$ cat config.mk
export PLATFORM = sky130hd
export DESIGN_NAME = pll_phase_ctrl
export DESIGN_NICKNAME = d
export VERILOG_FILES = /design/src/rtl/pll_phase_pkg.sv /design/src/rtl/pll_lock_sync.sv /design/src/rtl/pll_phase_ctrl.sv
export SDC_FILE = /design/constraint.sdc
export NUM_CORES = 1
export LEC_CHECK = 0
export BUFFER_PORTS_ARGS = -buffer_cell sky130_fd_sc_hd__buf_4
export CORE_MARGIN = 4
export CORE_UTILIZATION = 50
export DETAILED_ROUTE_END_ITERATION = 12
export HOLD_SLACK_MARGIN = 0.06
export PLACE_DENSITY_LB_ADDON = 0.05
export SLEW_MARGIN = 25
export SYNTH_ARGS = -nofsm -noshare
export SYNTH_HDL_FRONTEND = slang
export SYNTH_SLANG_ARGS = --single-unit
$ cat constraint.sdc
create_clock -name clk_i -period 2.5 [get_ports clk_i]
set_input_delay 0.125 -clock clk_i [delete_from_list [all_inputs] [get_ports clk_i]]
set_output_delay 0.125 -clock clk_i [all_outputs]
set_load 0.005 [all_outputs]
$ cat src/rtl/pll_phase_pkg.sv
// Shared types for the PLL dynamic phase-shift sequencer.
// Holds the sequencer state encoding, the latched command record and a
// small helper used to size counters at elaboration time.
package pll_phase_pkg;

  typedef enum logic [2:0] {
    IDLE     = 3'd0,
    SETUP    = 3'd1,
    PULSE    = 3'd2,
    GAP      = 3'd3,
    LOCKWAIT = 3'd4,
    DONE     = 3'd5
  } state_e;

  // Command fields held for the whole command. The step count is a working
  // down-counter whose width follows the STEP_W parameter, so it is kept as
  // its own register in the top rather than inside this record.
  typedef struct packed {
    logic [1:0] sel;
    logic       dir;
    logic       load;
  } cmd_t;

  function automatic int max_int(input int a, input int b);
    return (a > b) ? a : b;
  endfunction

endpackage

$ cat src/rtl/pll_lock_sync.sv
// Two-flop synchroniser bringing the asynchronous PLL lock flag into clk_i.
module pll_lock_sync (
  input  logic clk_i,
  input  logic reset,
  input  logic locked,
  output logic locked_s
);

  logic meta_q, meta_d;
  logic sync_q, sync_d;

  // Next values: shift the raw flag through two stages.
  always_comb begin
    meta_d = locked;
    sync_d = meta_q;
  end

  // Synchroniser stages, cleared by the shared asynchronous reset.
  always_ff @(posedge clk_i or posedge reset) begin
    if (reset) begin
      meta_q <= 1'b0;
      sync_q <= 1'b0;
    end else begin
      meta_q <= meta_d;
      sync_q <= sync_d;
    end
  end

  assign locked_s = sync_q;

endmodule

$ cat src/rtl/pll_phase_ctrl.sv
// Sequencer for the ECP5 PLL dynamic phase-shift port.
// Turns one "shift output N by K fine steps" command into timed PHASESTEP
// pulses (or a single PHASELOADREG pulse), then waits for lock and reports
// done or a sticky timeout. Define PLL_PHASE_TRACK_EN to add the phase_o
// position counters (one per PLL output, modulo PHASE_MOD).
//
// Handshake: a command is taken on the clk_i edge where cmd_valid and
// cmd_ready are both high; cmd_ready is high only in IDLE, and the command
// fields are only sampled on that edge.
module pll_phase_ctrl
  import pll_phase_pkg::*;
#(
  parameter int STEP_W       = 8,
  parameter int SETUP_CYC    = 2,
  parameter int PULSE_CYC    = 4,
  parameter int GAP_CYC      = 4,
  parameter int LOCK_TIMEOUT = 1024,
  parameter int PHASE_MOD    = 64
) (
  input  logic              clk_i,
  input  logic              reset,
  input  logic              cmd_valid,
  output logic              cmd_ready,
  input  logic [1:0]        cmd_sel,
  input  logic              cmd_dir,
  input  logic              cmd_load,
  input  logic [STEP_W-1:0] cmd_steps,
  output logic [1:0]        phasesel,
  output logic              phasedir,
  output logic              phasestep,
  output logic              phaseloadreg,
  input  logic              locked,
  output logic              busy,
  output logic              done,
  output logic              timeout_err,
`ifdef PLL_PHASE_TRACK_EN
  output logic [$clog2(PHASE_MOD)-1:0] phase_o [4],
`endif
  output state_e            dbg_state_o
);

  // One shared counter serves setup/pulse/gap countdowns and the lock timer.
  localparam int CNT_MAX = max_int(max_int(SETUP_CYC, PULSE_CYC),
                                   max_int(GAP_CYC, LOCK_TIMEOUT));
  localparam int CNT_W   = (CNT_MAX > 1) ? $clog2(CNT_MAX) : 1;
  localparam logic [CNT_W-1:0] SETUP_LD = CNT_W'(SETUP_CYC - 1);
  localparam logic [CNT_W-1:0] PULSE_LD = CNT_W'(PULSE_CYC - 1);
  localparam logic [CNT_W-1:0] GAP_LD   = CNT_W'(GAP_CYC - 1);
  localparam logic [CNT_W-1:0] TMO_LAST = CNT_W'(LOCK_TIMEOUT - 1);

  state_e             state_q, state_d;
  logic [CNT_W-1:0]   cnt_q, cnt_d;
  logic [STEP_W-1:0]  steps_q, steps_d;
  cmd_t               cmd_q, cmd_d;
  logic               step_q, step_d;
  logic               load_q, load_d;
  logic               tmo_q, tmo_d;
  logic               locked_s;

  pll_lock_sync u_lock_sync (
    .clk_i    (clk_i),
    .reset    (reset),
    .locked   (locked),
    .locked_s (locked_s)
  );

  // Next-state, counters and pulse outputs of the sequencer.
  always_comb begin
    state_d = state_q;
    cnt_d   = cnt_q;
    steps_d = steps_q;
    cmd_d   = cmd_q;
    tmo_d   = tmo_q;
    step_d  = 1'b0;
    load_d  = 1'b0;
    case (state_q)
      IDLE: begin
        if (cmd_valid) begin
          cmd_d   = '{sel: cmd_sel, dir: cmd_dir, load: cmd_load};
          steps_d = cmd_steps;
          tmo_d   = 1'b0;
          if (!cmd_load && (cmd_steps == '0)) begin
            state_d = DONE;
          end else begin
            state_d = SETUP;
            cnt_d   = SETUP_LD;
          end
        end
      end
      SETUP: begin
        if (cnt_q == '0) begin
          state_d = PULSE;
          cnt_d   = PULSE_LD;
        end else begin
          cnt_d = cnt_q - 1'b1;
        end
      end
      PULSE: begin
        if (cnt_q == '0) begin
          state_d = GAP;
          cnt_d   = GAP_LD;
          // Non-zero here: a step command only reaches PULSE with steps left.
          if (!cmd_q.load) steps_d = steps_q - 1'b1;
        end else begin
          cnt_d = cnt_q - 1'b1;
        end
      end
      GAP: begin
        if (cnt_q == '0) begin
          if (!cmd_q.load && (steps_q != '0)) begin
            state_d = SETUP;
            cnt_d   = SETUP_LD;
          end else begin
            state_d = LOCKWAIT;
            cnt_d   = '0;
          end
        end else begin
          cnt_d = cnt_q - 1'b1;
        end
      end
      LOCKWAIT: begin
        if (locked_s) begin
          state_d = DONE;
        end else if (cnt_q == TMO_LAST) begin
          tmo_d   = 1'b1;
          state_d = DONE;
        end else begin
          cnt_d = cnt_q + 1'b1;
        end
      end
      DONE: begin
        state_d = IDLE;
      end
      default: begin
        state_d = IDLE;
      end
    endcase
    // Registered so the PLL sees clean edges; load and step are exclusive.
    step_d = (state_d == PULSE) && !cmd_d.load;
    load_d = (state_d == PULSE) &&  cmd_d.load;
  end

  // Sequencer registers; reset drops the pulse outputs without a clock.
  always_ff @(posedge clk_i or posedge reset) begin
    if (reset) begin
      state_q <= IDLE;
      cnt_q   <= '0;
      steps_q <= '0;
      cmd_q   <= '0;
      step_q  <= 1'b0;
      load_q  <= 1'b0;
      tmo_q   <= 1'b0;
    end else begin
      state_q <= state_d;
      cnt_q   <= cnt_d;
      steps_q <= steps_d;
      cmd_q   <= cmd_d;
      step_q  <= step_d;
      load_q  <= load_d;
      tmo_q   <= tmo_d;
    end
  end

  assign cmd_ready    = (state_q == IDLE);
  assign busy         = (state_q != IDLE);
  assign done         = (state_q == DONE);
  assign phasesel     = cmd_q.sel;
  assign phasedir     = cmd_q.dir;
  assign phasestep    = step_q;
  assign phaseloadreg = load_q;
  assign timeout_err  = tmo_q;
  assign dbg_state_o  = state_q;

`ifdef PLL_PHASE_TRACK_EN
  localparam int PH_W = $clog2(PHASE_MOD);
  localparam logic [PH_W-1:0] PH_LAST = PH_W'(PHASE_MOD - 1);

  logic [PH_W-1:0] phase_q [4];
  logic [PH_W-1:0] phase_d [4];

  // Position tracking: update on the edge where a pulse output rises.
  always_comb begin
    for (int i = 0; i < 4; i++) phase_d[i] = phase_q[i];
    if (step_d && !step_q) begin
      if (cmd_q.dir) begin
        phase_d[cmd_q.sel] = (phase_q[cmd_q.sel] == PH_LAST) ? '0
                             : phase_q[cmd_q.sel] + 1'b1;
      end else begin
        phase_d[cmd_q.sel] = (phase_q[cmd_q.sel] == '0) ? PH_LAST
                             : phase_q[cmd_q.sel] - 1'b1;
      end
    end
    if (load_d && !load_q) phase_d[cmd_q.sel] = '0;
  end

  // Position counter registers.
  always_ff @(posedge clk_i or posedge reset) begin
    if (reset) begin
      for (int i = 0; i < 4; i++) phase_q[i] <= '0;
    end else begin
      for (int i = 0; i < 4; i++) phase_q[i] <= phase_d[i];
    end
  end

  assign phase_o = phase_q;
`endif

endmodule

==> results of run 1 <==
through the flow:
step / instances / total power, mW / setup slack [ns]
2_1_floorplan: 223 / 1.72 / 0.567
3_3_place_gp: 293 / 1.96 / 0.424
3_5_place_dp: 293 / 1.99 / 0.302
4_1_cts: 302 / 2.51 / 0.277
5_1_grt: 302 / 2.71 / 0.0419
6_report: 302 / 2.50 / 0.254
critical path: cells and delay by family (launching register included):
kind,cells,cell delay [ns]
flip-flops,1,0.42
buffers and inverters,1,0.19
AO/OA/AOI/OAI,3,0.89
adder cells (fa/ha/maj),1,0.17
AND/OR/NAND/NOR,2,0.44
layout by cell type (no fill, tap or decap), types with 2 or more instances in the layout:
cell type / count
sky130_fd_sc_hd__dlygate4sd3_1: 2
sky130_fd_sc_hd__a221oi_1: 3
sky130_fd_sc_hd__nor2_1: 22
sky130_fd_sc_hd__or3_1: 2
sky130_fd_sc_hd__o21ai_0: 20
sky130_fd_sc_hd__xor2_1: 2
sky130_fd_sc_hd__dfrtp_1: 30
sky130_fd_sc_hd__o22ai_1: 6
sky130_fd_sc_hd__nor3_1: 8
sky130_fd_sc_hd__nor2b_1: 2
sky130_fd_sc_hd__nand4_1: 2
sky130_fd_sc_hd__ha_1: 4
sky130_fd_sc_hd__nand3_1: 8
sky130_fd_sc_hd__o31ai_1: 2
sky130_fd_sc_hd__a31oi_1: 2
sky130_fd_sc_hd__nor4_1: 2
sky130_fd_sc_hd__o21ai_1: 8
sky130_fd_sc_hd__inv_1: 11
sky130_fd_sc_hd__and3_1: 4
sky130_fd_sc_hd__mux2_2: 4
sky130_fd_sc_hd__a41oi_1: 2
sky130_fd_sc_hd__nand2_1: 18
sky130_fd_sc_hd__buf_4: 35
sky130_fd_sc_hd__a32oi_1: 2
sky130_fd_sc_hd__a22oi_1: 4
sky130_fd_sc_hd__clkbuf_8: 6
sky130_fd_sc_hd__mux2i_1: 2
sky130_fd_sc_hd__xnor2_1: 2
sky130_fd_sc_hd__o31a_1: 2
sky130_fd_sc_hd__a21oi_1: 12
flip-flops by register name, indices dropped and copies added, names as in the netlist:
register,flops
phasesel,2
steps_q,8
dbg_state_o,3
u_lock_sync.meta_q,1
timeout_err,1
phasedir,1
cnt_q,10
phaseloadreg,1
u_lock_sync.locked_s,1
cmd_q,1
phasestep,1
kinds of logic (layout without fill, tap and decap cells):
group / after synthesis / in the layout / share of synthesized area
fa+ha+maj: 4 / 4 / 0.0253
xor+xnor: 4 / 4 / 0.0177
mux: 6 / 6 / 0.0328
compound gates: 77 / 77 / 0.263
flops: 30 / 30 / 0.379
buf+inv: 24 / 55 / 0.0632
simple gates: 78 / 78 / 0.219
power by group through the flow:
stage	logic (mW)	registers [mW]	clock network, mW
2_1_floorplan	0.896	0.821	0
3_3_place_gp	1.04	0.914	0
3_5_place_dp	1.07	0.926	0
4_1_cts	1.08	0.918	0.510
5_1_grt	1.21	0.957	0.536
6_report	1.09	0.923	0.496
synthesized netlist by cell type, types with 2 or more instances:
library cell and number:
sky130_fd_sc_hd__a21oi_1 12, sky130_fd_sc_hd__a221oi_1 3, sky130_fd_sc_hd__a22oi_1 4, sky130_fd_sc_hd__a31oi_1 2, sky130_fd_sc_hd__a32oi_1 2, sky130_fd_sc_hd__a41oi_1 2
sky130_fd_sc_hd__and3_1 4, sky130_fd_sc_hd__buf_2 4, sky130_fd_sc_hd__buf_4 3, sky130_fd_sc_hd__buf_6 2, sky130_fd_sc_hd__clkbuf_1 3, sky130_fd_sc_hd__dfrtp_1 30
sky130_fd_sc_hd__ha_1 4, sky130_fd_sc_hd__inv_1 11, sky130_fd_sc_hd__mux2_2 4, sky130_fd_sc_hd__mux2i_1 2, sky130_fd_sc_hd__nand2_1 18, sky130_fd_sc_hd__nand3_1 8
sky130_fd_sc_hd__nand4_1 2, sky130_fd_sc_hd__nor2_1 22, sky130_fd_sc_hd__nor2b_1 2, sky130_fd_sc_hd__nor3_1 8, sky130_fd_sc_hd__nor4_1 2, sky130_fd_sc_hd__o21ai_0 20
sky130_fd_sc_hd__o21ai_1 8, sky130_fd_sc_hd__o22ai_1 6, sky130_fd_sc_hd__o31a_1 2, sky130_fd_sc_hd__o31ai_1 2, sky130_fd_sc_hd__or3_1 2, sky130_fd_sc_hd__xnor2_1 2
sky130_fd_sc_hd__xor2_1 2
worst min path at each step:
stage | endpoint | slack (ns) | startpoint
global placement | phasesel[0] | 0.23 | reset
CTS | phasedir | 0.07 | cmd_dir
detailed placement | phasedir | 0.24 | reset
finish | phasedir | 0.07 | cmd_dir
floorplan | u_lock_sync.meta_q | 0.16 | locked
global route | phasesel[0] | 0.07 | cmd_sel[0]
layer usage:
layer / track usage / wire length (µm) / part of all wire / vias to the layer above
met3: 0.0511 / 358 / 0.070 / 14
met2: 0.373 / 2570 / 0.51 / 87
met5: 0 / 0 / 0 / -
met4: 0.0877 / 89 / 0.018 / 0
li1: - / - / - / 887
met1: 0.253 / 2070 / 0.41 / 892
cell type report:
class                   count  area, µm²  area share
multi-input cells         169       1100       0.470
well taps                  48       60.1      0.0255
flip-flops and latches     30        751       0.319
clock buffers               6       82.6      0.0351
clock inverters             1       30.0      0.0128
inverters                  11       41.3      0.0176
repair buffers             37        283       0.120
==> implementation parameters, run 1 <==
Parameter                              Value

Global routing
  Overall track demand over capacity in global routing ... 0.214
  Pin count of the biggest net entering global routing ... 31
  GRT Residual Overflow ... 0
  Number of global-route vias before repair ... between 1,500 and 2,000
  Wire length of the first global-routing pass ... roughly 8700 µm
  Number of antenna violations at the first check in global routing ... 0

Timing
  Worst clock skew ... between 0.005 and 0.006 ns
  Post-route fraction of the period consumed by the critical path ... 0.898
  Clock period minus final worst setup slack ... 2.25 ns
  Final-layout setup total negative slack ... 0 ns
  Unrepaired setup endpoints after global routing ... false
  Hold slack final ... roughly 0.075 ns
  Setup-failing EPs final ... 0
  Slew Viols, Final ... 0
  Fin. Hold Viols ... 0
  Maximum clock frequency ... 0.445 GHz
  Actual transition at the worst max-transition pin ... around 0.62 ns
  Rel. slew slack ... 0.587

Run status
  Run status ... completed

Worst setup path
  Worst setup path startpoint ... cnt_q[0]
  Max FO, Critical Path ... 17
  Critical path class ... flop to flop
  Register-to-Register Setup Slack ... 0.25 ns
  Required time reported for the critical path endpoint ... between 2 and 3 ns
  Type of element capturing the critical path ... flop
  Launching element type of the critical path ... flop
  Worst-path cell with the longest stage delay ... sky130_fd_sc_hd__o31a_1
  Worst R2R Path Depth ... 7
  Critical path arrival ... around 2.4 ns
  End point of the critical path ... steps_q[1]
  Sequence of cells on the critical path ... inv_1 > ha_1 > nor2b_1 > nand3_2 > o31a_1 > a211oi_1 > a21oi_1
  Largest stage delay on the critical path ... around 0.5 ns
  Endpoint of the most critical register-to-register path ... steps_q[1]
  Startpoint of the worst register-to-register path ... cnt_q[0]

Route
  Count of antenna-violating nets left after detailed routing ... 0
  Post-DR vias/cell ... 6.23
  Iteration count of the initial detailed-routing pass ... 4
  Violation count after the first detailed-routing iteration ... approximately 110
  Total number of vias ... 1,880
  Average wire length per cell after detail routing ... around 17 µm
  Total wire length after detailed routing ... between 5000 and 6000 µm
  Number of design rule violations left after detail routing ... 0

Die
  Core outline area ... between 3000 and 4000 µm²
  Row cnt ... 22
  Die boundary height ... about 70 µm
  Effective utilization at floorplan ... 0.529
  Die extent in x ... ~71 µm
  Boundary Pins ... 28
  Die outline area ... approximately 5000 µm²

Run
  Max_cap viols ... 0

Pwr
  Part of the total power dissipated in the clock network ... 0.198
  Power spent charging and discharging nets ... 1.02 mW
  Part of the total power dissipated in combinational logic ... 0.434
  Reg power frac ... 0.368
  Worst-case vdd ir drop ... just over 0.0006 V
  Sw Share ... 0.406
  P_int ... around 1.5 mW
  P per Cell Area ... 1060 nW/µm²
  P_leak ... around 1.0 nW

Place
  Gp weighted congestion ... around 0.9
  # port buffers ... 27
  Cell area after placement ... ~2200 µm²
  Post-detail-place hpwl ... approximately 3700 µm

Final layout
  Layout Area Growth over Synthesis ... 18.8%
  Fill count ... ~340
  NumNets Final ... 274
  Post-route cell area ... between 2000 and 2500 µm²
  Layout cells sized above 1 ... 0.228
  Utilization after layout ... 0.628
  Diodes inserted ... 0

Clock network
  Number of buffers added by the clock tree synthesis step ... 5
  Clk root buf ... sky130_fd_sc_hd__clkbuf_8
  Max Root-Sink Buffers ... 2
  Clock slew at reported path FFs ... about 0.060 ns
  Worst skew pair latency ... 0.28 ns
  Number of H-tree levels ... 2
  Cells resized by post-CTS repair ... 0
  Total of hold buffers inserted after clock tree synthesis ... 2
  CTS tree ... done
  Buffers inserted by post-CTS timing repair ... 0
  Num Clock Sinks ... 30

Yosys
  Main area contributors after synthesis ... sky130_fd_sc_hd__dfrtp_1 38%, sky130_fd_sc_hd__o21ai_0 5.1%, sky130_fd_sc_hd__nor2_1 4.2%
  FFs w/ async S/R, synth ... 1.00
  Total of flip-flops plus latches after synthesis ... 30
  Post-synthesis cell type count ... 56
  Area leader, netlist ... sky130_fd_sc_hd__dfrtp_1
  Number of standard cells after synthesis ... between 200 and 250
  Post-synth net total ... 243
  Sequential area share after synthesis ... 0.379
  Yosys warning total ... 0
  Share of the synthesized area in the top cell type ... 0.379
  Synthesized area ... approximately 2000 µm²
  Mean post-synth cell area ... roughly 9 µm²
  Post-synth top flop ... sky130_fd_sc_hd__dfrtp_1
  Number of flops mapped to enable cells by yosys ... 0

Worst hold path
  Min-Delay Path Class ... input pin to flop
  Cells on Worst Hold Path ... 2
No activity file was read; power rests on OpenSTA's default activity.
==> run 2, diff against run 1 <==
BUFFER_PORTS_ARGS = -buffer_cell sky130_fd_sc_hd__clkbuf_2   (was -buffer_cell sky130_fd_sc_hd__buf_4)
==> run 2 against run 1 <==
Global-route usage shrank 0.89 points. Final cell count unchanged. Sequential power barely moved. Total power fell by 5.6%. Via count fell by 3.0%. Utilization decreased by 2.6 points. Sequential share of layout area up 1.4 points. Worst hold slack got worse by 0.0034 ns. Clock skew barely moved. Final area fell by 4.1%. Flip-flop and latch count stayed put. Setup slack better by 0.062 ns. Critical path type unchanged. Highest routed layer unchanged.
==> implementation parameters, run 2 (synthesized netlist as in run 1, its figures left out) <==
Parameter                              Value

Place
  # port buffers ... 27
  Number of cells after detailed placement ... a little under 300
  Gp weighted congestion ... about 0.90
  Setup slack at placement ... 0.346 ns
  Post-detail-place hpwl ... about 3600 µm

Final layout
  Footprint of the flip-flops and latches ... approximately 750 µm²
  Most common cell after layout, fill and taps aside ... sky130_fd_sc_hd__dfrtp_1
  Biggest register ... cnt_q
  Layout cells sized above 1 ... 0.224
  Largest register FFs ... 10
  Diodes inserted ... 0
  Area of combinational cells with multiple inputs ... between 1000 and 1500 µm²
  Commonest cells after routing, fill and taps aside ... 30 x sky130_fd_sc_hd__dfrtp_1, 27 x sky130_fd_sc_hd__clkbuf_2, 22 x sky130_fd_sc_hd__nor2_1
  NumNets Final ... 273
  Layout Area Growth over Synthesis ... 13.9%
  Fill count ... about 350
  Post-route non-filler standard cell count ... about 300

Worst setup path
  Largest stage delay on the critical path ... 0.50 ns
  Launching element type of the critical path ... flop
  Worst-path cell with the longest stage delay ... sky130_fd_sc_hd__o31a_1
  Type of element capturing the critical path ... flop
  Max FO, Critical Path ... 17
  Critical path class ... flop to flop
  Critical path arrival ... 2.32 ns
  Required time reported for the critical path endpoint ... 2.64 ns
  Sequence of cells on the critical path ... inv_1 > ha_1 > nor2b_1 > nand3_2 > o31a_1 > o21ai_0 > o21ai_1

Die
  Die extent in x ... 70.9 µm
  Core outline area ... 3740 µm²
  Die outline area ... approximately 5000 µm²
  Die boundary height ... just over 70 µm
  Row cnt ... 22
  Effective utilization at floorplan ... 0.529
  Boundary Pins ... 28

Pwr
  Power spent charging and discharging nets ... slightly above 1 mW
  Reg power frac ... 0.391
  P_leak ... between 1 and 1.5 nW
  P per Cell Area ... roughly 1000 nW/µm²
  Part of the total power dissipated in combinational logic ... 0.440
  Worst-case vdd ir drop ... ~0.00043 V
  P_int ... about 1.4 mW
  Part of the total power dissipated in the clock network ... 0.168
  Sw Share ... 0.428

Route
  Post-DR vias/cell ... approximately 6.0
  Average wire length per cell after detail routing ... approximately 16 µm
  Total number of vias ... 1,823
  Number of design rule violations left after detail routing ... 0
  Violation count after the first detailed-routing iteration ... between 100 and 150
  Count of antenna-violating nets left after detailed routing ... 0
  Iteration count of the initial detailed-routing pass ... 5
  Total wire length after detailed routing ... 4800 µm

Clock network
  Clk root buf ... sky130_fd_sc_hd__clkbuf_8
  Number of H-tree levels ... 2
  Max Root-Sink Buffers ... 2
  Number of buffers added by the clock tree synthesis step ... 5
  Worst skew pair latency ... around 0.28 ns
  Num Clock Sinks ... 30
  Clock slew at reported path FFs ... roughly 0.06 ns
  Buffers inserted by post-CTS timing repair ... 0
  CTS tree ... done

Timing
  Clock period minus final worst setup slack ... 2.18 ns
  Worst clock skew ... ~0.0052 ns
  Setup-failing EPs final ... 0
  Post-route fraction of the period consumed by the critical path ... 0.873
  Fin. Hold Viols ... 0
  Rel. slew slack ... 0.570
  Final Worst Setup Slack ... around 0.32 ns
  Slew Viols, Final ... 0
  Final-layout setup total negative slack ... 0 ns
  Unrepaired setup endpoints after global routing ... false
  Actual transition at the worst max-transition pin ... ~0.64 ns
  Maximum clock frequency ... ~0.46 GHz

Global routing
  Met3 global-route usage ... 0.0341
  Pin count of the biggest net entering global routing ... 22
  Overall track demand over capacity in global routing ... 0.205
  GRT Residual Overflow ... 0
  Top Usage Layer GRT ... met2
  Wire length of the first global-routing pass ... between 8000 and 9000 µm
  GR met2 Demand/Resource ... 0.345
  Number of global-route vias before repair ... ~1,800
  Met1 global-route usage ... 0.257
  Number of antenna violations at the first check in global routing ... 0

Run
  Max_cap viols ... 0

Worst hold path
  Min-Delay Path Class ... input pin to flop

Run status
  Run status ... completed
## run 2: critical path, delay by kind of cell, from the launching register on
family	cells	cell delay, ns
and+or+nand+nor	2	0.43
AOI/OAI and AO/OA	3	0.84
adders and majority gates	1	0.17
DFF	1	0.43
buffers and inverters	1	0.18
## run 2: final timing paths
path | from | end | slack [ns] | cells after the start
max | cnt_q[0] | steps_q[6] | 0.32 | 7
min | cmd_sel[0] | phasesel[0] | 0.07 | 2
max reg2reg | cnt_q[0] | steps_q[6] | 0.32 | 7
min reg2reg | u_lock_sync.meta_q | u_lock_sync.locked_s | 0.35 | 0
max in group asynchronous | reset | cmd_q[0] | 1.41 | 4
min in group asynchronous | reset | phasedir | 0.45 | 3
## run 2: area by class of cell
cell class / instances / share of cell area
Clock buffer: 7 / 0.0383
Clock inverter: 1 / 0.00222
Inverter: 11 / 0.0183
Multi-Input combinational cell: 169 / 0.490
Sequential cell: 30 / 0.333
Tap cell: 48 / 0.0266
Timing Repair Buffer: 36 / 0.0921
## run 2: power groups by stage
stage               registers [mW]  clock network [mW]  logic [mW]
floorplan                    0.821                   0       0.896
global placement             0.916                   0        1.01
detailed placement           0.933                   0        1.03
CTS                          0.923               0.413        1.03
global route                 0.962               0.439        1.17
finish                       0.925               0.398        1.04
## run 2: metrics by stage
stage / util / cell area (µm²) / total power, mW / hold slack [ns]
final: 0.603 / 2260 / 2.36 / 0.0715
after CTS: 0.603 / 2260 / 2.37 / 0.0689
after floorplan: - / 1980 / 1.72 / 0.156
after global placement: 0.573 / 2140 / 1.92 / 0.196
after detailed placement: 0.573 / 2140 / 1.96 / 0.205
after global routing: 0.603 / 2260 / 2.57 / 0.0694
## run 2: repair_timing
item | CTS | global route
endpoints found under the hold margin | 16 | 0
resized for setup | 0 | 0
hold buffers | 2 | 0
## run 2: routing by layer
layer | up-vias | part of all wire
met5 | - | 0
met4 | 0 | 0.017
met3 | 9 | 0.055
met2 | 56 | 0.50
met1 | 870 | 0.43
li1 | 888 | -
